==> src/rtl/conv_config_axil_slave_if.sv <==
`default_nettype none
//==============================================================================
// Module      : conv_config_axil_slave_if
// Description : AXI4-Lite bus bundle for the convolution configuration slave.
//               The slave modport is used by the register bank and the master
//               modport by whatever drives it (processor model or bench).
// Revision    : 1.0 - initial release
//==============================================================================
interface conv_config_axil_slave_if #(
    parameter int C_S00_AXI_DATA_WIDTH = 32,
    parameter int C_S00_AXI_ADDR_WIDTH = 6
);
    logic [C_S00_AXI_ADDR_WIDTH-1:0]     s00_axi_awaddr;
    logic                                s00_axi_awvalid;
    logic                                s00_axi_awready;
    logic [C_S00_AXI_DATA_WIDTH-1:0]     s00_axi_wdata;
    logic [C_S00_AXI_DATA_WIDTH/8-1:0]   s00_axi_wstrb;
    logic                                s00_axi_wvalid;
    logic                                s00_axi_wready;
    logic [1:0]                          s00_axi_bresp;
    logic                                s00_axi_bvalid;
    logic                                s00_axi_bready;
    logic [C_S00_AXI_ADDR_WIDTH-1:0]     s00_axi_araddr;
    logic                                s00_axi_arvalid;
    logic                                s00_axi_arready;
    logic [C_S00_AXI_DATA_WIDTH-1:0]     s00_axi_rdata;
    logic [1:0]                          s00_axi_rresp;
    logic                                s00_axi_rvalid;
    logic                                s00_axi_rready;

    modport slave (
        input  s00_axi_awaddr, s00_axi_awvalid,
        output s00_axi_awready,
        input  s00_axi_wdata, s00_axi_wstrb, s00_axi_wvalid,
        output s00_axi_wready,
        output s00_axi_bresp, s00_axi_bvalid,
        input  s00_axi_bready,
        input  s00_axi_araddr, s00_axi_arvalid,
        output s00_axi_arready,
        output s00_axi_rdata, s00_axi_rresp, s00_axi_rvalid,
        input  s00_axi_rready
    );

    modport master (
        output s00_axi_awaddr, s00_axi_awvalid,
        input  s00_axi_awready,
        output s00_axi_wdata, s00_axi_wstrb, s00_axi_wvalid,
        input  s00_axi_wready,
        input  s00_axi_bresp, s00_axi_bvalid,
        output s00_axi_bready,
        output s00_axi_araddr, s00_axi_arvalid,
        input  s00_axi_arready,
        input  s00_axi_rdata, s00_axi_rresp, s00_axi_rvalid,
        output s00_axi_rready
    );
endinterface
`default_nettype wire

==> src/rtl/conv_config_axil_slave.sv <==
`default_nettype none
//==============================================================================
// Module      : conv_config_axil_slave
// Description : AXI4-Lite register bank driving the convolution engine's
//               configuration (image addresses, dimensions, start pulse) and
//               tracking engine busy/done for software polling.
// Revision    : 1.0 - initial release
//==============================================================================
module conv_config_axil_slave #(
    parameter int C_S00_AXI_DATA_WIDTH = 32,
    parameter int C_S00_AXI_ADDR_WIDTH = 6
) (
    input  wire                              clk,
    input  wire                              rst_i,
    conv_config_axil_slave_if.slave          s_axi,
    input  wire                              conv_done_i,
    output logic [C_S00_AXI_DATA_WIDTH-1:0]  InputImageAddress,
    output logic [C_S00_AXI_DATA_WIDTH-1:0]  OutputImageAddress,
    output logic                             BeginConv,
    output logic [7:0]                       heightOfImage,
    output logic [7:0]                       widthOfImage,
    output logic [7:0]                       NumberOfFilters
);
    localparam int         c_STRB_W      = C_S00_AXI_DATA_WIDTH / 8;
    localparam logic [3:0] c_SLOT_CTRL   = 4'h0;
    localparam logic [3:0] c_SLOT_IN     = 4'h1;
    localparam logic [3:0] c_SLOT_OUT    = 4'h2;
    localparam logic [3:0] c_SLOT_DIMS   = 4'h3;
    localparam logic [3:0] c_SLOT_STATUS = 4'h4;

    logic                            aw_held_q, aw_held_d;
    logic                            w_held_q,  w_held_d;
    logic [3:0]                      aw_slot_q, aw_slot_d;
    logic [C_S00_AXI_DATA_WIDTH-1:0] wdata_q,   wdata_d;
    logic [c_STRB_W-1:0]             wstrb_q,   wstrb_d;
    logic                            bvalid_q,  bvalid_d;
    logic                            rvalid_q,  rvalid_d;
    logic [C_S00_AXI_DATA_WIDTH-1:0] rdata_q,   rdata_d;
    logic [C_S00_AXI_DATA_WIDTH-1:0] in_addr_q, in_addr_d;
    logic [C_S00_AXI_DATA_WIDTH-1:0] out_addr_q, out_addr_d;
    logic [23:0]                     dims_q,    dims_d;
    logic                            busy_q,    busy_d;
    logic                            done_q,    done_d;
    logic                            begin_q,   begin_d;

    logic                            w_awready, w_wready, w_arready;
    logic                            w_aw_hs, w_w_hs, w_ar_hs, w_commit;
    logic                            w_start_req, w_w1c_req, w_engine_done;
    logic [3:0]                      w_ar_slot;
    logic [C_S00_AXI_DATA_WIDTH-1:0] w_rd_word;
    logic                            unused_addr_bits;

    // Ready signals are forced low while reset is asserted.
    assign w_awready = ~aw_held_q & ~bvalid_q & rst_i;
    assign w_wready  = ~w_held_q  & ~bvalid_q & rst_i;
    assign w_arready = ~rvalid_q & rst_i;

    assign w_aw_hs   = s_axi.s00_axi_awvalid & w_awready;
    assign w_w_hs    = s_axi.s00_axi_wvalid  & w_wready;
    assign w_ar_hs   = s_axi.s00_axi_arvalid & w_arready;
    assign w_commit  = aw_held_q & w_held_q;
    assign w_ar_slot = s_axi.s00_axi_araddr[C_S00_AXI_ADDR_WIDTH-1:2];

    assign w_start_req   = w_commit & (aw_slot_q == c_SLOT_CTRL)   & wstrb_q[0] & wdata_q[0];
    assign w_w1c_req     = w_commit & (aw_slot_q == c_SLOT_STATUS) & wstrb_q[0] & wdata_q[1];
    assign w_engine_done = conv_done_i & busy_q;

    assign unused_addr_bits = ^{s_axi.s00_axi_awaddr[1:0], s_axi.s00_axi_araddr[1:0]};

    assign s_axi.s00_axi_awready = w_awready;
    assign s_axi.s00_axi_wready  = w_wready;
    assign s_axi.s00_axi_arready = w_arready;
    assign s_axi.s00_axi_bvalid  = bvalid_q;
    assign s_axi.s00_axi_bresp   = 2'b00;
    assign s_axi.s00_axi_rvalid  = rvalid_q;
    assign s_axi.s00_axi_rdata   = rdata_q;
    assign s_axi.s00_axi_rresp   = 2'b00;

    assign InputImageAddress  = in_addr_q;
    assign OutputImageAddress = out_addr_q;
    assign heightOfImage      = dims_q[7:0];
    assign widthOfImage       = dims_q[15:8];
    assign NumberOfFilters    = dims_q[23:16];
    assign BeginConv          = begin_q;

    // Read mux sampled from current register state, so a read on a commit edge sees the pre-write value.
    always_comb begin
        w_rd_word = '0;
        case (w_ar_slot)
            c_SLOT_IN:     w_rd_word = in_addr_q;
            c_SLOT_OUT:    w_rd_word = out_addr_q;
            c_SLOT_DIMS:   w_rd_word = {{(C_S00_AXI_DATA_WIDTH-24){1'b0}}, dims_q};
            c_SLOT_STATUS: w_rd_word = {{(C_S00_AXI_DATA_WIDTH-2){1'b0}}, done_q, busy_q};
            default:       w_rd_word = '0;
        endcase
    end

    // Next-state: channel hold registers, write commit, response/read channels, busy/done tracking.
    always_comb begin
        aw_held_d  = aw_held_q;
        w_held_d   = w_held_q;
        aw_slot_d  = aw_slot_q;
        wdata_d    = wdata_q;
        wstrb_d    = wstrb_q;
        bvalid_d   = bvalid_q;
        rvalid_d   = rvalid_q;
        rdata_d    = rdata_q;
        in_addr_d  = in_addr_q;
        out_addr_d = out_addr_q;
        dims_d     = dims_q;
        busy_d     = busy_q;
        done_d     = done_q;
        begin_d    = 1'b0;

        if (w_aw_hs) begin
            aw_held_d = 1'b1;
            aw_slot_d = s_axi.s00_axi_awaddr[C_S00_AXI_ADDR_WIDTH-1:2];
        end
        if (w_w_hs) begin
            w_held_d = 1'b1;
            wdata_d  = s_axi.s00_axi_wdata;
            wstrb_d  = s_axi.s00_axi_wstrb;
        end

        if (w_commit) begin
            aw_held_d = 1'b0;
            w_held_d  = 1'b0;
            bvalid_d  = 1'b1;
            case (aw_slot_q)
                c_SLOT_IN: begin
                    for (int b = 0; b < c_STRB_W; b++)
                        if (wstrb_q[b]) in_addr_d[8*b +: 8] = wdata_q[8*b +: 8];
                end
                c_SLOT_OUT: begin
                    for (int b = 0; b < c_STRB_W; b++)
                        if (wstrb_q[b]) out_addr_d[8*b +: 8] = wdata_q[8*b +: 8];
                end
                c_SLOT_DIMS: begin
                    for (int b = 0; b < 3; b++)
                        if (wstrb_q[b]) dims_d[8*b +: 8] = wdata_q[8*b +: 8];
                end
                default: ;
            endcase
        end else if (bvalid_q && s_axi.s00_axi_bready) begin
            bvalid_d = 1'b0;
        end

        if (w_ar_hs) begin
            rvalid_d = 1'b1;
            rdata_d  = w_rd_word;
        end else if (rvalid_q && s_axi.s00_axi_rready) begin
            rvalid_d = 1'b0;
        end

        // Engine completion is applied first; a start then sees the old busy value.
        if (w_engine_done) begin
            busy_d = 1'b0;
            done_d = 1'b1;
        end
        if (w_start_req && !busy_q) begin
            begin_d = 1'b1;
            busy_d  = 1'b1;
            done_d  = 1'b0;
        end
        // A completion in the same cycle as a clear keeps done set.
        if (w_w1c_req && !w_engine_done) begin
            done_d = 1'b0;
        end
    end

    // State registers with asynchronous active-low reset.
    always_ff @(posedge clk or negedge rst_i) begin
        if (!rst_i) begin
            aw_held_q  <= 1'b0;
            w_held_q   <= 1'b0;
            aw_slot_q  <= '0;
            wdata_q    <= '0;
            wstrb_q    <= '0;
            bvalid_q   <= 1'b0;
            rvalid_q   <= 1'b0;
            rdata_q    <= '0;
            in_addr_q  <= '0;
            out_addr_q <= '0;
            dims_q     <= '0;
            busy_q     <= 1'b0;
            done_q     <= 1'b0;
            begin_q    <= 1'b0;
        end else begin
            aw_held_q  <= aw_held_d;
            w_held_q   <= w_held_d;
            aw_slot_q  <= aw_slot_d;
            wdata_q    <= wdata_d;
            wstrb_q    <= wstrb_d;
            bvalid_q   <= bvalid_d;
            rvalid_q   <= rvalid_d;
            rdata_q    <= rdata_d;
            in_addr_q  <= in_addr_d;
            out_addr_q <= out_addr_d;
            dims_q     <= dims_d;
            busy_q     <= busy_d;
            done_q     <= done_d;
            begin_q    <= begin_d;
        end
    end
endmodule
`default_nettype wire

==> src/flat_wrapper.sv <==
// flat-port wrapper written by rule: the top's interface ports become plain ports
module conv_config_axil_slave_flat 
#(
    parameter int C_S00_AXI_DATA_WIDTH = 32,
    parameter int C_S00_AXI_ADDR_WIDTH = 6
)
  (clk, rst_i, conv_done_i, InputImageAddress, OutputImageAddress, BeginConv, heightOfImage, widthOfImage, NumberOfFilters, s_axi_s00_axi_awaddr, s_axi_s00_axi_awvalid, s_axi_s00_axi_awready, s_axi_s00_axi_wdata, s_axi_s00_axi_wstrb, s_axi_s00_axi_wvalid, s_axi_s00_axi_wready, s_axi_s00_axi_bresp, s_axi_s00_axi_bvalid, s_axi_s00_axi_bready, s_axi_s00_axi_araddr, s_axi_s00_axi_arvalid, s_axi_s00_axi_arready, s_axi_s00_axi_rdata, s_axi_s00_axi_rresp, s_axi_s00_axi_rvalid, s_axi_s00_axi_rready);
  conv_config_axil_slave_if #(.C_S00_AXI_DATA_WIDTH(C_S00_AXI_DATA_WIDTH), .C_S00_AXI_ADDR_WIDTH(C_S00_AXI_ADDR_WIDTH)) s_axi_i ();
  input  wire clk;
  input  wire rst_i;
  input  wire conv_done_i;
  output logic [C_S00_AXI_DATA_WIDTH-1:0] InputImageAddress;
  output logic [C_S00_AXI_DATA_WIDTH-1:0] OutputImageAddress;
  output logic BeginConv;
  output logic [7:0] heightOfImage;
  output logic [7:0] widthOfImage;
  output logic [7:0] NumberOfFilters;
  input wire logic [$bits(s_axi_i.s00_axi_awaddr)-1:0] s_axi_s00_axi_awaddr;
  input wire logic [$bits(s_axi_i.s00_axi_awvalid)-1:0] s_axi_s00_axi_awvalid;
  output wire logic [$bits(s_axi_i.s00_axi_awready)-1:0] s_axi_s00_axi_awready;
  input wire logic [$bits(s_axi_i.s00_axi_wdata)-1:0] s_axi_s00_axi_wdata;
  input wire logic [$bits(s_axi_i.s00_axi_wstrb)-1:0] s_axi_s00_axi_wstrb;
  input wire logic [$bits(s_axi_i.s00_axi_wvalid)-1:0] s_axi_s00_axi_wvalid;
  output wire logic [$bits(s_axi_i.s00_axi_wready)-1:0] s_axi_s00_axi_wready;
  output wire logic [$bits(s_axi_i.s00_axi_bresp)-1:0] s_axi_s00_axi_bresp;
  output wire logic [$bits(s_axi_i.s00_axi_bvalid)-1:0] s_axi_s00_axi_bvalid;
  input wire logic [$bits(s_axi_i.s00_axi_bready)-1:0] s_axi_s00_axi_bready;
  input wire logic [$bits(s_axi_i.s00_axi_araddr)-1:0] s_axi_s00_axi_araddr;
  input wire logic [$bits(s_axi_i.s00_axi_arvalid)-1:0] s_axi_s00_axi_arvalid;
  output wire logic [$bits(s_axi_i.s00_axi_arready)-1:0] s_axi_s00_axi_arready;
  output wire logic [$bits(s_axi_i.s00_axi_rdata)-1:0] s_axi_s00_axi_rdata;
  output wire logic [$bits(s_axi_i.s00_axi_rresp)-1:0] s_axi_s00_axi_rresp;
  output wire logic [$bits(s_axi_i.s00_axi_rvalid)-1:0] s_axi_s00_axi_rvalid;
  input wire logic [$bits(s_axi_i.s00_axi_rready)-1:0] s_axi_s00_axi_rready;
  assign s_axi_i.s00_axi_awaddr = s_axi_s00_axi_awaddr;
  assign s_axi_i.s00_axi_awvalid = s_axi_s00_axi_awvalid;
  assign s_axi_s00_axi_awready = s_axi_i.s00_axi_awready;
  assign s_axi_i.s00_axi_wdata = s_axi_s00_axi_wdata;
  assign s_axi_i.s00_axi_wstrb = s_axi_s00_axi_wstrb;
  assign s_axi_i.s00_axi_wvalid = s_axi_s00_axi_wvalid;
  assign s_axi_s00_axi_wready = s_axi_i.s00_axi_wready;
  assign s_axi_s00_axi_bresp = s_axi_i.s00_axi_bresp;
  assign s_axi_s00_axi_bvalid = s_axi_i.s00_axi_bvalid;
  assign s_axi_i.s00_axi_bready = s_axi_s00_axi_bready;
  assign s_axi_i.s00_axi_araddr = s_axi_s00_axi_araddr;
  assign s_axi_i.s00_axi_arvalid = s_axi_s00_axi_arvalid;
  assign s_axi_s00_axi_arready = s_axi_i.s00_axi_arready;
  assign s_axi_s00_axi_rdata = s_axi_i.s00_axi_rdata;
  assign s_axi_s00_axi_rresp = s_axi_i.s00_axi_rresp;
  assign s_axi_s00_axi_rvalid = s_axi_i.s00_axi_rvalid;
  assign s_axi_i.s00_axi_rready = s_axi_s00_axi_rready;
  conv_config_axil_slave #(.C_S00_AXI_DATA_WIDTH(C_S00_AXI_DATA_WIDTH), .C_S00_AXI_ADDR_WIDTH(C_S00_AXI_ADDR_WIDTH)) u_core (.clk(clk), .rst_i(rst_i), .s_axi(s_axi_i), .conv_done_i(conv_done_i), .InputImageAddress(InputImageAddress), .OutputImageAddress(OutputImageAddress), .BeginConv(BeginConv), .heightOfImage(heightOfImage), .widthOfImage(widthOfImage), .NumberOfFilters(NumberOfFilters));
endmodule
==> config.mk <==
export PLATFORM = sky130hd
export DESIGN_NAME = conv_config_axil_slave_flat
export DESIGN_NICKNAME = d
export VERILOG_FILES = /design/src/rtl/conv_config_axil_slave_if.sv /design/src/rtl/conv_config_axil_slave.sv /design/src/flat_wrapper.sv
export SDC_FILE = /design/constraint.sdc
export NUM_CORES = 1
export LEC_CHECK = 0
export ABC_AREA = 0
export BUFFER_PORTS_ARGS = -buffer_cell sky130_fd_sc_hd__clkbuf_2
export CAP_MARGIN = 20
export CORE_ASPECT_RATIO = 2
export CORE_UTILIZATION = 57
export CTS_CLUSTER_SIZE = 25
export DETAILED_ROUTE_END_ITERATION = 16
export HOLD_SLACK_MARGIN = 0.06
export PLACE_DENSITY = 0.85
export SKIP_LAST_GASP = 1
export SLEW_MARGIN = 20
export SYNTH_ARGS = -nofsm -noshare
export SYNTH_HDL_FRONTEND = slang
export SYNTH_SLANG_ARGS = --single-unit
==> constraint.sdc <==
create_clock -name clk -period 3.34 [get_ports clk]
set_input_delay 0.668 -clock clk [delete_from_list [all_inputs] [get_ports clk]]
set_output_delay 0.668 -clock clk [all_outputs]
set_load 0.02 [all_outputs]
; ---- Word-level counts from Yosys, hierarchy flattened
; Cells that the tools add are included.
[op_classes]
addsub = 0
mul = 0
div = 0
order_cmp = 0
n_eq_ne = 8
shift = 0
mux = 15
bitwise = 20
n_reduce_logical = 24
[ops]
columns = cell, count
row1 = 32-bit one-hot mux with 4 select lines, 1
row2 = 3-bit AND reduction, 11
row3 = 1-bit AND, 16
row4 = "4-bit by 2-bit equality test with 1-bit output, second input constant", 4
row5 = 1-bit two-way mux, 14
row6 = 2-bit nonzero test, 5
row7 = "4-bit by 1-bit equality test with 1-bit output, second input constant", 2
row8 = "4-bit by 3-bit equality test with 1-bit output, second input constant", 2
row9 = 1-bit logical AND, 4
row10 = 4-bit zero test, 1
row11 = 1-bit NOT, 4
row12 = 3-bit nonzero test, 1
row13 = 1-bit zero test, 2
[totals]
ff_bits = 167
latchBits = 0
ram_bits = 0
romBits = 0
input_bits = 56
output_inout_bits = 130
word_cells = 89
memories = 0

; ---- Depth between registers and ports, before layout
; Gate-level depths: netlist of run 1.
[depth]
ltp_word = 7
ltp_mapped = 6
depth_no_buf = 4

; ---- Least setup slack after synthesis of run 1
; Ideal clock, no wire load.
[synth_timing]
path_type = input-to-reg
from = input rst_i
to = register u_core.wdata_q[10]
t_arrival_ps = 1914
setup_slack_ps = 1301
cell_stages = 6
cell_sequence = nand2b_1 -> nor2_1 -> and2_1 -> buf_2 -> buf_4 -> mux2_2
[synth_via]
elab_chain_cells = 2
[synth_lines]
columns = element, line_no
row1 = from (decl), flat_wrapper.sv:10  ; input wire rst_i;
row2 = 1-bit AND, conv_config_axil_slave.sv:55  ; assign w_wready = ~w_held_q & ~bvalid_q & rst_i;
row3 = via s_axi_s00_axi_wready, flat_wrapper.sv:24  ; output wire logic [$bits(s_axi_i.s00_axi_wready)-1:0] s_axi_s00_axi_wready;
row4 = 1-bit AND, conv_config_axil_slave.sv:59  ; assign w_w_hs = s_axi.s00_axi_wvalid & w_wready;
row5 = to (signal assigned), conv_config_axil_slave.sv:192  ; wdata_q <= wdata_d;
row6 = to (decl), conv_config_axil_slave.sv:34  ; logic [C_S00_AXI_DATA_WIDTH-1:0] wdata_q, wdata_d;
; The timed path passes the listed nets, and every way through them passes these cells.
; A chain may end at the register's enable or synchronous reset.

; ---- Worst setup path after layout of run 1
[layout_timing]
from = input rst_i
to = register u_core.rdata_q[16], in the netlist u_core.s_axi.s00_axi_rdata[16]
[layout_via]
elab_chain_cells = 2
[layout_lines]
columns = element, line_no
row1 = 1-bit AND, conv_config_axil_slave.sv:56  ; assign w_arready = ~rvalid_q & rst_i;
row2 = 1-bit AND, conv_config_axil_slave.sv:60  ; assign w_ar_hs = s_axi.s00_axi_arvalid & w_arready;
row3 = to (signal assigned), conv_config_axil_slave.sv:196  ; rdata_q <= rdata_d;
row4 = to (decl), conv_config_axil_slave.sv:38  ; logic [C_S00_AXI_DATA_WIDTH-1:0] rdata_q, rdata_d;
; Every way passes these cells.

==> results of run 1 <==
[kinds of logic (layout without fill, tap and decap cells)]
family / count (synthesis) / count (layout) / synth area share
other: 1 / 4 / 0.0005401
AO/OA/AOI/OAI: 76 / 76 / 0.06902
AND/OR/NAND/NOR: 67 / 67 / 0.05370
buffers and inverters: 36 / 222 / 0.02721
multiplexers: 152 / 152 / 0.2476
flip-flops: 167 / 167 / 0.6019
[flip-flops by register name, indices dropped and copies added (netlist names)]
name,flops
u_core.BeginConv,1
u_core.InputImageAddress,32
u_core.OutputImageAddress,32
u_core.aw_held_q,1
u_core.aw_slot_q,4
u_core.busy_q,1
u_core.dims_q,24
u_core.done_q,1
u_core.s_axi.s00_axi_bvalid,1
u_core.s_axi.s00_axi_rdata,32
u_core.s_axi.s00_axi_rvalid,1
u_core.w_held_q,1
u_core.wdata_q,32
u_core.wstrb_q,4
[through the flow]
| step | setup slack, ns | instances | power [mW] | instance area (um2) |
|---|---|---|---|---|
| after global routing | 1.019 | 833 | 6.959 | 8492 |
| after floorplan | 1.301 | 502 | 4.160 | 6954 |
| after detailed placement | 0.7993 | 801 | 4.841 | 7930 |
| after CTS | 1.189 | 833 | 6.701 | 8492 |
| after global placement | 0.8416 | 801 | 4.716 | 7930 |
| final | 1.218 | 833 | 6.665 | 8492 |
[metal layers]
| layer | up-vias | global-route usage | wire, um |
|---|---|---|---|
| li1 | 2130 | - | - |
| met3 | 36 | 0.05994 | 740 |
| met2 | 179 | 0.5079 | 9583 |
| met1 | 2445 | 0.3202 | 6186 |
| met5 | - | 0 | 0 |
| met4 | 0 | 0.1369 | 528 |
[critical path, delay by kind of cell]
family / cells / cell delay (ns)
AO/OA/AOI/OAI: 2 / 0.61
AND/OR/NAND/NOR: 2 / 0.59
buffers and inverters: 2 / 0.55
[worst paths after layout]
| path | from | endpoint | slack (ns) | cells after the start |
|---|---|---|---|---|
| max in group asynchronous | rst_i | u_core.InputImageAddress[15]$_DFFE_PN0P_ | 1.91 | 2 |
| max | rst_i | u_core.s_axi.s00_axi_rdata[16]$_DFFE_PN0P_ | 1.22 | 6 |
| max reg2reg | u_core.w_held_q$_DFFE_PN0P_ | u_core.dims_q[20]$_DFFE_PN0P_ | 1.33 | 4 |
| min in group clk | s_axi_s00_axi_rready | u_core.s_axi.s00_axi_rvalid$_DFFE_PN0P_ | 0.44 | 2 |
| min reg2reg | u_core.s_axi.s00_axi_rdata[20]$_DFFE_PN0P_ | u_core.s_axi.s00_axi_rdata[20]$_DFFE_PN0P_ | 0.48 | 2 |
| min | rst_i | u_core.s_axi.s00_axi_rdata[26]$_DFFE_PN0P_ | 0.15 | 1 |
[area by class of cell]
class	instances	area, um2
multi-input cells	299	2599
repair buffers	185	952.2
well taps	145	181.4
inverters	5	18.77
clock buffers	22	464.2
fillers	851	3279
flip-flops and latches	167	4179
clock inverters	10	97.59
[Yosys cell counts (all sizes together) (2+ instances only)]
cell and n:
dfrtp 167, mux2 152, nand2 38, o21ai 34, a22oi 30, buf 20, clkbuf 11, and2 8
inv 5, nand3b 4, nor3b 4, a21oi 3, and3 3, nor2 3, a211oi 2, a21o 2
a31oi 2, nor2b 2, o21bai 2
[power groups by stage]
stage	Combinational [mW]	Clock [mW]	Sequential [mW]
detailed placement	1.73	0	3.11
global route	1.84	1.96	3.16
CTS	1.74	1.88	3.08
finish	1.72	1.85	3.09
global placement	1.66	0	3.05
floorplan	0.823	0	3.34
==> impl_metrics.json, run 1 <==
{
  "dr_total_vias": 4790,
  "cts.path.max_buffers": 2,
  "slew_headroom": 0.3738,
  "cp_cell_sequence": "buf_6 > and2b_1 > nand3_1 > o21bai_2 > buf_4 > o21ai_0",
  "grt_antenna_before_repair": 0,
  "layout_commonest_cell": "clkbuf_2",
  "cts_tree": "yes",
  "io_pins": 186,
  "port_buffers": 177,
  "p_sw_mw": 2.192,
  "fmax_ghz": 0.4712,
  "dpl.hpwl_um": 11870,
  "gr-total-overflow": 0,
  "cts_resized": 0,
  "clock_sinks": 167,
  "slowest_delay_ns": 0.39,
  "run_status": "finished clean",
  "synth_edf_count": 0,
  "path_clk_slew_ns": 0.07,
  "cts_setup_buffers": 0,
  "layout_worst_path_cycle_share": 0.6354,
  "finalSetupViolCount": 0,
  "clock-root-buffer": "clkbuf_16",
  "track_usage": 0.2859,
  "cp.required_ns": 3.66,
  "criticalPathCategory": "in2reg",
  "synthDistinctLibCells": 34,
  "internal_power_mw": 4.473,
  "seqPwrFrac": 0.464,
  "detail_route.first_pass.iterations": 4,
  "pwr-share-clk": 0.278,
  "synth-seq-area-share": 0.6019,
  "p_per_area_mw_per_mm2": 784.9,
  "route.antenna.remaining_nets": 0,
  "cp_slowest_cell": "o21bai_2",
  "grt_pass1_vias": 5029,
  "grt_pass1_wl_um": 26520,
  "wirelength_um": 17040,
  "synth_top_area_frac": 0.6019,
  "cap_viol_max_count": 0,
  "synth_area_mm2": 0.006943,
  "synthCells": 499,
  "worstHoldPathType": "in2async",
  "layout.nets": 731,
  "die_area_mm2": 0.01265,
  "drive_gt1_frac": 0.5451,
  "rsz0062_at_grt": "false",
  "share_comb_of_total_power": 0.258,
  "core_mm2": 0.01177,
  "timing.hold.ws_ns": 0.1484,
  "grt_max_degree": 78,
  "dieHeight_um": 158.1,
  "final_cell_mix": "176 x clkbuf_2, 167 x dfrtp_1, 148 x mux2_2",
  "via_per_inst": 5.750,
  "drt_iter0_markers": 251,
  "switching_share": 0.3288,
  "critical_path_arrival_ns": 2.45,
  "htreeDepth": 4,
  "drc_errors": 0,
  "critPathMaxFanout": 44,
  "wl_per_cell_um": 20.45,
  "cts_made_buffers": 17,
  "avgSynthCellArea_um2": 13.91,
  "synth_area_leaders": "dfrtp_1 60%, mux2_2 24%, a22oi_1 3.2%",
  "tightest_slew_ns": 0.9373,
  "hold_viol": 0,
  "synth_ff_type": "dfrtp_1",
  "clk_latency_ns": 0.41,
  "die_w_um": 80.04,
  "area_delta_synth_final_pct": 22.31,
  "synth_top_cell_by_area": "dfrtp_1",
  "leakagePower_nw": 4.328,
  "slew_violations": 0,
  "tns_ns": 0,
  "vdd_ir_drop_max_uv": 464.6,
  "gp_congestion": 0.9003,
  "post-route-min-period_ns": 2.122,
  "yosys_warnings": 0,
  "fp-row-count": 56,
  "cp-end-kind": "flop",
  "cts-hold-fix-buffers": 0,
  "synth_async_sr_flop_share": 1.000,
  "start_util": 0.5898,
  "antenna_cells": 0,
  "crit_path_start_kind": "input pin",
  "fin_util": 0.7214,
  "ys_ff_latch": 167,
  "skew_ns": 0.008569
}
Note: power is estimated with default switching activity, not from simulation.
==> run 2, diff against run 1 <==
--- a/config.mk
+++ b/config.mk
@@ -9,11 +9,11 @@
 export BUFFER_PORTS_ARGS = -buffer_cell sky130_fd_sc_hd__clkbuf_2
 export CAP_MARGIN = 20
 export CORE_ASPECT_RATIO = 2
-export CORE_UTILIZATION = 57
+export CORE_UTILIZATION = 53
 export CTS_CLUSTER_SIZE = 25
 export DETAILED_ROUTE_END_ITERATION = 16
 export HOLD_SLACK_MARGIN = 0.06
-export PLACE_DENSITY = 0.85
+export PLACE_DENSITY = 0.79
 export SKIP_LAST_GASP = 1
 export SLEW_MARGIN = 20
 export SYNTH_ARGS = -nofsm -noshare
==> constraint.sdc (replaced) <==
create_clock -name clk -period 2 [get_ports clk]
set_input_delay 0.4 -clock clk [delete_from_list [all_inputs] [get_ports clk]]
set_output_delay 0.4 -clock clk [all_outputs]
set_load 0.02 [all_outputs]
==> run 2 against run 1 <==
  * Hold slack lost 0.043 ns
  * Sequential share of layout area shrank 0.79 points
  * Register-to-register slack lost 1.2 ns
  * Final cell count grew 1.8%
==> impl_metrics.json, run 2 (synthesis gave the netlist of run 1 again) <==
{
  "drt_iter0_markers": 287,
  "cts-hold-fix-buffers": 0,
  "dpl.hpwl_um": 11950,
  "power_mw": 11.15,
  "detail_route.first_pass.iterations": 4,
  "finalSetupViolCount": 0,
  "tns_ns": 0,
  "grt_pass1_wl_um": 27090,
  "gr-total-overflow": 0,
  "fmax_ghz": 0.5377,
  "antenna_cells": 0,
  "tightest_slew_ns": 1.043,
  "cts_made_buffers": 17,
  "run_status": "finished clean",
  "cp.required_ns": 2.30,
  "critPathMaxFanout": 8,
  "p_per_area_mw_per_mm2": 1291,
  "route.antenna.remaining_nets": 0,
  "grt_pass1_vias": 5187,
  "vdd_ir_drop_max_uv": 1055,
  "cap_viol_max_count": 0,
  "rsz0062_at_grt": "false",
  "path_clk_slew_ns": 0.07,
  "dieHeight_um": 163.9,
  "leakagePower_nw": 4.388,
  "layout.nets": 742,
  "cts.path.max_buffers": 2,
  "die_w_um": 82.93,
  "clock-root-buffer": "clkbuf_16",
  "worstHoldPathType": "in2async",
  "cts_resized": 0,
  "cp-end-kind": "flop",
  "layout_worst_path_cycle_share": 0.9299,
  "slew_violations": 0,
  "dr_total_vias": 4837,
  "grt_antenna_before_repair": 0,
  "fill_cells": 965,
  "layout_commonest_cell": "clkbuf_2",
  "grt_max_degree": 168,
  "wl_per_cell_um": 20.36,
  "core_mm2": 0.01270,
  "area_delta_synth_final_pct": 24.31,
  "start_util": 0.5467,
  "critical_path_arrival_ns": 2.16,
  "criticalPathCategory": "reg2reg",
  "io_pins": 186,
  "clock_sinks": 167,
  "clk_latency_ns": 0.41,
  "die_area_mm2": 0.01359,
  "wirelength_um": 17260,
  "slew_headroom": 0.3045,
  "post-route-min-period_ns": 1.860,
  "gp_congestion": 0.8091,
  "final_cell_mix": "176 x clkbuf_2, 167 x dfrtp_1, 148 x mux2_2",
  "port_buffers": 177,
  "drive_gt1_frac": 0.5544,
  "cts_setup_buffers": 0,
  "via_per_inst": 5.704,
  "skew_ns": 0.007081,
  "crit_path_start_kind": "flop",
  "hold_viol": 0,
  "track_usage": 0.2623,
  "htreeDepth": 4,
  "cts_tree": "yes",
  "drc_errors": 0,
  "fp-row-count": 58
}
## run 2: cell types whose count changed in the layout (fill, tap and decap cells not counted)
cell,delta
clkbuf_8,-1
buf_12,+4
clkinvlp_4,+3
buf_4,+7
inv_6,+3
clkbuf_1,-2
clkinv_2,-2
clkinv_4,-2
## run 2: worst max-delay path: stages (launching register included)
cell and delay, ns:
dfrtp_1 0.45, nand2_1 0.14, nor3_1 0.36, and3_1 0.23, buf_4 0.20, mux2_2 0.36
## run 2: path summary, 6_finish.rpt
path | start | endpoint | slack, ns | depth (start not counted)
min | rst_i | u_core.s_axi.s00_axi_rdata[26]$_DFFE_PN0P_ | 0.11 | 2
min reg2reg | u_core.s_axi.s00_axi_rdata[4]$_DFFE_PN0P_ | u_core.s_axi.s00_axi_rdata[4]$_DFFE_PN0P_ | 0.48 | 2
max in group asynchronous | rst_i | u_core.dims_q[17]$_DFFE_PN0P_ | 1.19 | 2
max reg2reg | u_core.w_held_q$_DFFE_PN0P_ | u_core.dims_q[2]$_DFFE_PN0P_ | 0.14 | 5
max | u_core.w_held_q$_DFFE_PN0P_ | u_core.dims_q[2]$_DFFE_PN0P_ | 0.14 | 5
min in group clk | s_axi_s00_axi_bready | u_core.s_axi.s00_axi_bvalid$_DFFE_PN0P_ | 0.20 | 2
## run 2: through the flow
stage / setup WS [ns] / std cells / util / hold WS [ns] / instance area (um2)
2_1_floorplan: 0.06034 / 502 / - / 0.1044 / 6954
3_3_place_gp: 0.1687 / 817 / 0.6354 / 0.4609 / 8069
3_5_place_dp: 0.1419 / 817 / 0.6354 / 0.4697 / 8069
4_1_cts: 0.1303 / 848 / 0.6796 / 0.1770 / 8631
5_1_grt: 0.04938 / 848 / 0.6796 / 0.2041 / 8631
6_report: 0.1402 / 848 / 0.6796 / 0.1054 / 8631
## run 2: metal layers
metal | up-vias | routed length [um] | track usage
met5 | - | 0 | 0
met4 | 0 | 742 | 0.1528
met3 | 54 | 741 | 0.05327
met2 | 183 | 9646 | 0.4754
met1 | 2444 | 6133 | 0.2806
li1 | 2156 | - | -
## run 2: cell type report
class / count / area, um2 / share of cell area
repair buffers: 196 / 1085 / 0.1257
flip-flops and latches: 167 / 4179 / 0.4842
well taps: 150 / 187.7 / 0.02175
inverters: 5 / 18.77 / 0.002175
clock buffers: 19 / 442.9 / 0.05132
clock inverters: 12 / 118.9 / 0.01377
multi-input cells: 299 / 2599 / 0.3011
## run 2: report_power, final
| part | total (mW) | switching, mW | internal [mW] | leakage [nW] |
|---|---|---|---|---|
| clock network | 3.09 | 1.33 | 1.76 | 0.255 |
| logic | 2.90 | 1.50 | 1.39 | 1.91 |
| registers | 5.16 | 0.845 | 4.32 | 2.22 |
==> run 3, diff against run 2 <==
--- a/config.mk
+++ b/config.mk
@@ -8,7 +8,6 @@
 export ABC_AREA = 0
 export BUFFER_PORTS_ARGS = -buffer_cell sky130_fd_sc_hd__clkbuf_2
 export CAP_MARGIN = 20
-export CORE_ASPECT_RATIO = 2
 export CORE_UTILIZATION = 53
 export CTS_CLUSTER_SIZE = 25
 export DETAILED_ROUTE_END_ITERATION = 16
==> run 3 against run 2 <==
  * First-iteration DRC count decreased by 11%
  * Largest power group unchanged
  * Cell area increased by 0.32%
  * Global-route usage up 0.11 points
  * Routed wire length down 3.4%
  * Core utilization grew 0.37 points
  * Critical path depth stayed put
  * Setup slack got worse by 0.057 ns
  * Sequential cell count stayed put
  * Highest routed layer unchanged
  * Count of clock-buffer cells in the layout is 3 higher
  * Die area shrank 0.20%
  * Via count down 1.1%
==> impl_metrics.json, run 3 (synthesis gave the netlist of run 1 again) <==
{
  "grt_pass1_vias": 5006,
  "hold_viol": 0,
  "layout.nets": 744,
  "internal_power_mw": 7.630,
  "finalSetupViolCount": 0,
  "clock_sinks": 167,
  "power_mw": 11.23,
  "detail_route.first_pass.iterations": 4,
  "gr-total-overflow": 0,
  "cp.required_ns": 1.60,
  "wirelength_um": 16670,
  "p_sw_mw": 3.601,
  "criticalPathCategory": "in2out",
  "dpl_cell_area_mm2": 0.008074,
  "clock-root-buffer": "clkbuf_16",
  "htreeDepth": 4,
  "dieHeight_um": 116.5,
  "drive_gt1_frac": 0.5529,
  "grt_antenna_before_repair": 0,
  "skew_ns": 0.008779,
  "r2r_end": "u_core.InputImageAddress[15]$_DFFE_PN0P_",
  "start_util": 0.5479,
  "switching_share": 0.3206,
  "crit_path_start_kind": "input pin",
  "post-route-min-period_ns": 1.917,
  "route.antenna.remaining_nets": 0,
  "die_area_mm2": 0.01356,
  "critPathMaxFanout": 11,
  "via_per_inst": 5.484,
  "antenna_cells": 0,
  "die_w_um": 116.5,
  "share_comb_of_total_power": 0.257,
  "tightest_slew_ns": 0.9463,
  "dr_total_vias": 4782,
  "hold_start": "s_axi_s00_axi_rready",
  "final_area_mm2": 0.008658,
  "core_mm2": 0.01267,
  "layout_worst_path_cycle_share": 0.9586,
  "dp_cells": 840,
  "slew_violations": 0,
  "worstHoldPathType": "in2reg",
  "fmax_ghz": 0.5216,
  "rsz0062_at_grt": "false",
  "r2r.worst_path.cells": 5,
  "pre_cts_ws_ns": 0.2033,
  "cts.path.max_buffers": 2,
  "crit_start": "rst_i",
  "track_usage": 0.2635,
  "leakagePower_nw": 4.414,
  "timing.hold.ws_ns": 0.1536,
  "run_status": "finished clean",
  "dpl.hpwl_um": 11140,
  "gp_congestion": 0.7724,
  "grt_pass1_wl_um": 26190,
  "cts_tree": "yes",
  "wl_per_cell_um": 19.12,
  "p_per_area_mw_per_mm2": 1297,
  "area_delta_synth_final_pct": 24.71,
  "port_buffers": 177,
  "min_path_cells": 2,
  "layout_commonest_cell": "clkbuf_2",
  "drt_iter0_markers": 256,
  "clk_latency_ns": 0.43,
  "tns_ns": 0,
  "fp-row-count": 41,
  "fin_util": 0.6833,
  "drc_errors": 0,
  "io_pins": 186,
  "cts_made_buffers": 17,
  "r2r_slack_ns": 0.20,
  "final_cell_mix": "176 x clkbuf_2, 167 x dfrtp_1, 148 x mux2_2",
  "reg2reg_from": "u_core.aw_slot_q[2]$_DFFE_PN0P_",
  "cp-end-kind": "output pin",
  "vdd_ir_drop_max_uv": 708.8,
  "min_to": "u_core.s_axi.s00_axi_rvalid$_DFFE_PN0P_",
  "grt_max_degree": 160,
  "finalWorstSetupSlack_ns": 0.08289,
  "path_clk_slew_ns": 0.06,
  "cap_viol_max_count": 0,
  "pwr-share-clk": 0.284,
  "critical_path_arrival_ns": 1.52,
  "slew_headroom": 0.3687,
  "seqPwrFrac": 0.459,
  "final_cells": 872
}
==> run 3: changes by cell type in the layout (fill, tap and decap cells not counted), sizes merged, moves of 3 or more <==
cell	delta
clkinv	+4
clkinvlp	-4
clkbuf	+3
inv	-4
==> run 3: worst max-delay path by stage <==
stage	endpoint	depth (start not counted)
2_1_floorplan	u_core.wdata_q[10]$_DFFE_PN0P_	6
3_3_place_gp	u_core.InputImageAddress[9]$_DFFE_PN0P_	5
3_5_place_dp	u_core.InputImageAddress[13]$_DFFE_PN0P_	5
4_1_cts	s_axi_s00_axi_wready	5
5_1_grt	s_axi_s00_axi_wready	5
6_report	s_axi_s00_axi_wready	5
==> run 3: power groups by stage <==
stage | Combinational [mW] | Clock, mW | Sequential, mW
after floorplan | 1.37 | 0 | 5.57
after global placement | 2.81 | 0 | 5.08
after detailed placement | 2.89 | 0 | 5.19
after CTS | 2.92 | 3.23 | 5.15
after global routing | 3.11 | 3.36 | 5.29
final | 2.89 | 3.18 | 5.16
==> run 3: cell type report <==
class / instances / area, um2
clock inverters: 9 / 100.1
fillers: 951 / 4013
multi-input cells: 299 / 2594
clock buffers: 22 / 474.2
flip-flops and latches: 167 / 4179
repair buffers: 198 / 1077
well taps: 172 / 215.2
inverters: 5 / 18.77
==> run 3: repair_timing <==
item                                   CTS  global route
endpoints found under the hold margin    8             0
hold buffers                             1             0
buffers inserted                         0             0
resized for setup                        0             0
==> run 3: worst max-delay path, stage by stage <==
cell and delay, ns:
dlygate4sd3_1 0.54, buf_6 0.16, nand2b_1 0.10, nor2_1 0.13
clkbuf_2 0.19
==> run 3: routing by layer <==
| layer | vias to the layer above | share of wire | wire [um] | GRT usage |
|---|---|---|---|---|
| met5 | - | 0 | 0 | 0 |
| met4 | 0 | 0.021 | 352 | 0.1171 |
| met3 | 26 | 0.057 | 943 | 0.07836 |
| met2 | 134 | 0.52 | 8684 | 0.4501 |
| met1 | 2462 | 0.40 | 6691 | 0.3075 |
| li1 | 2160 | - | - | - |
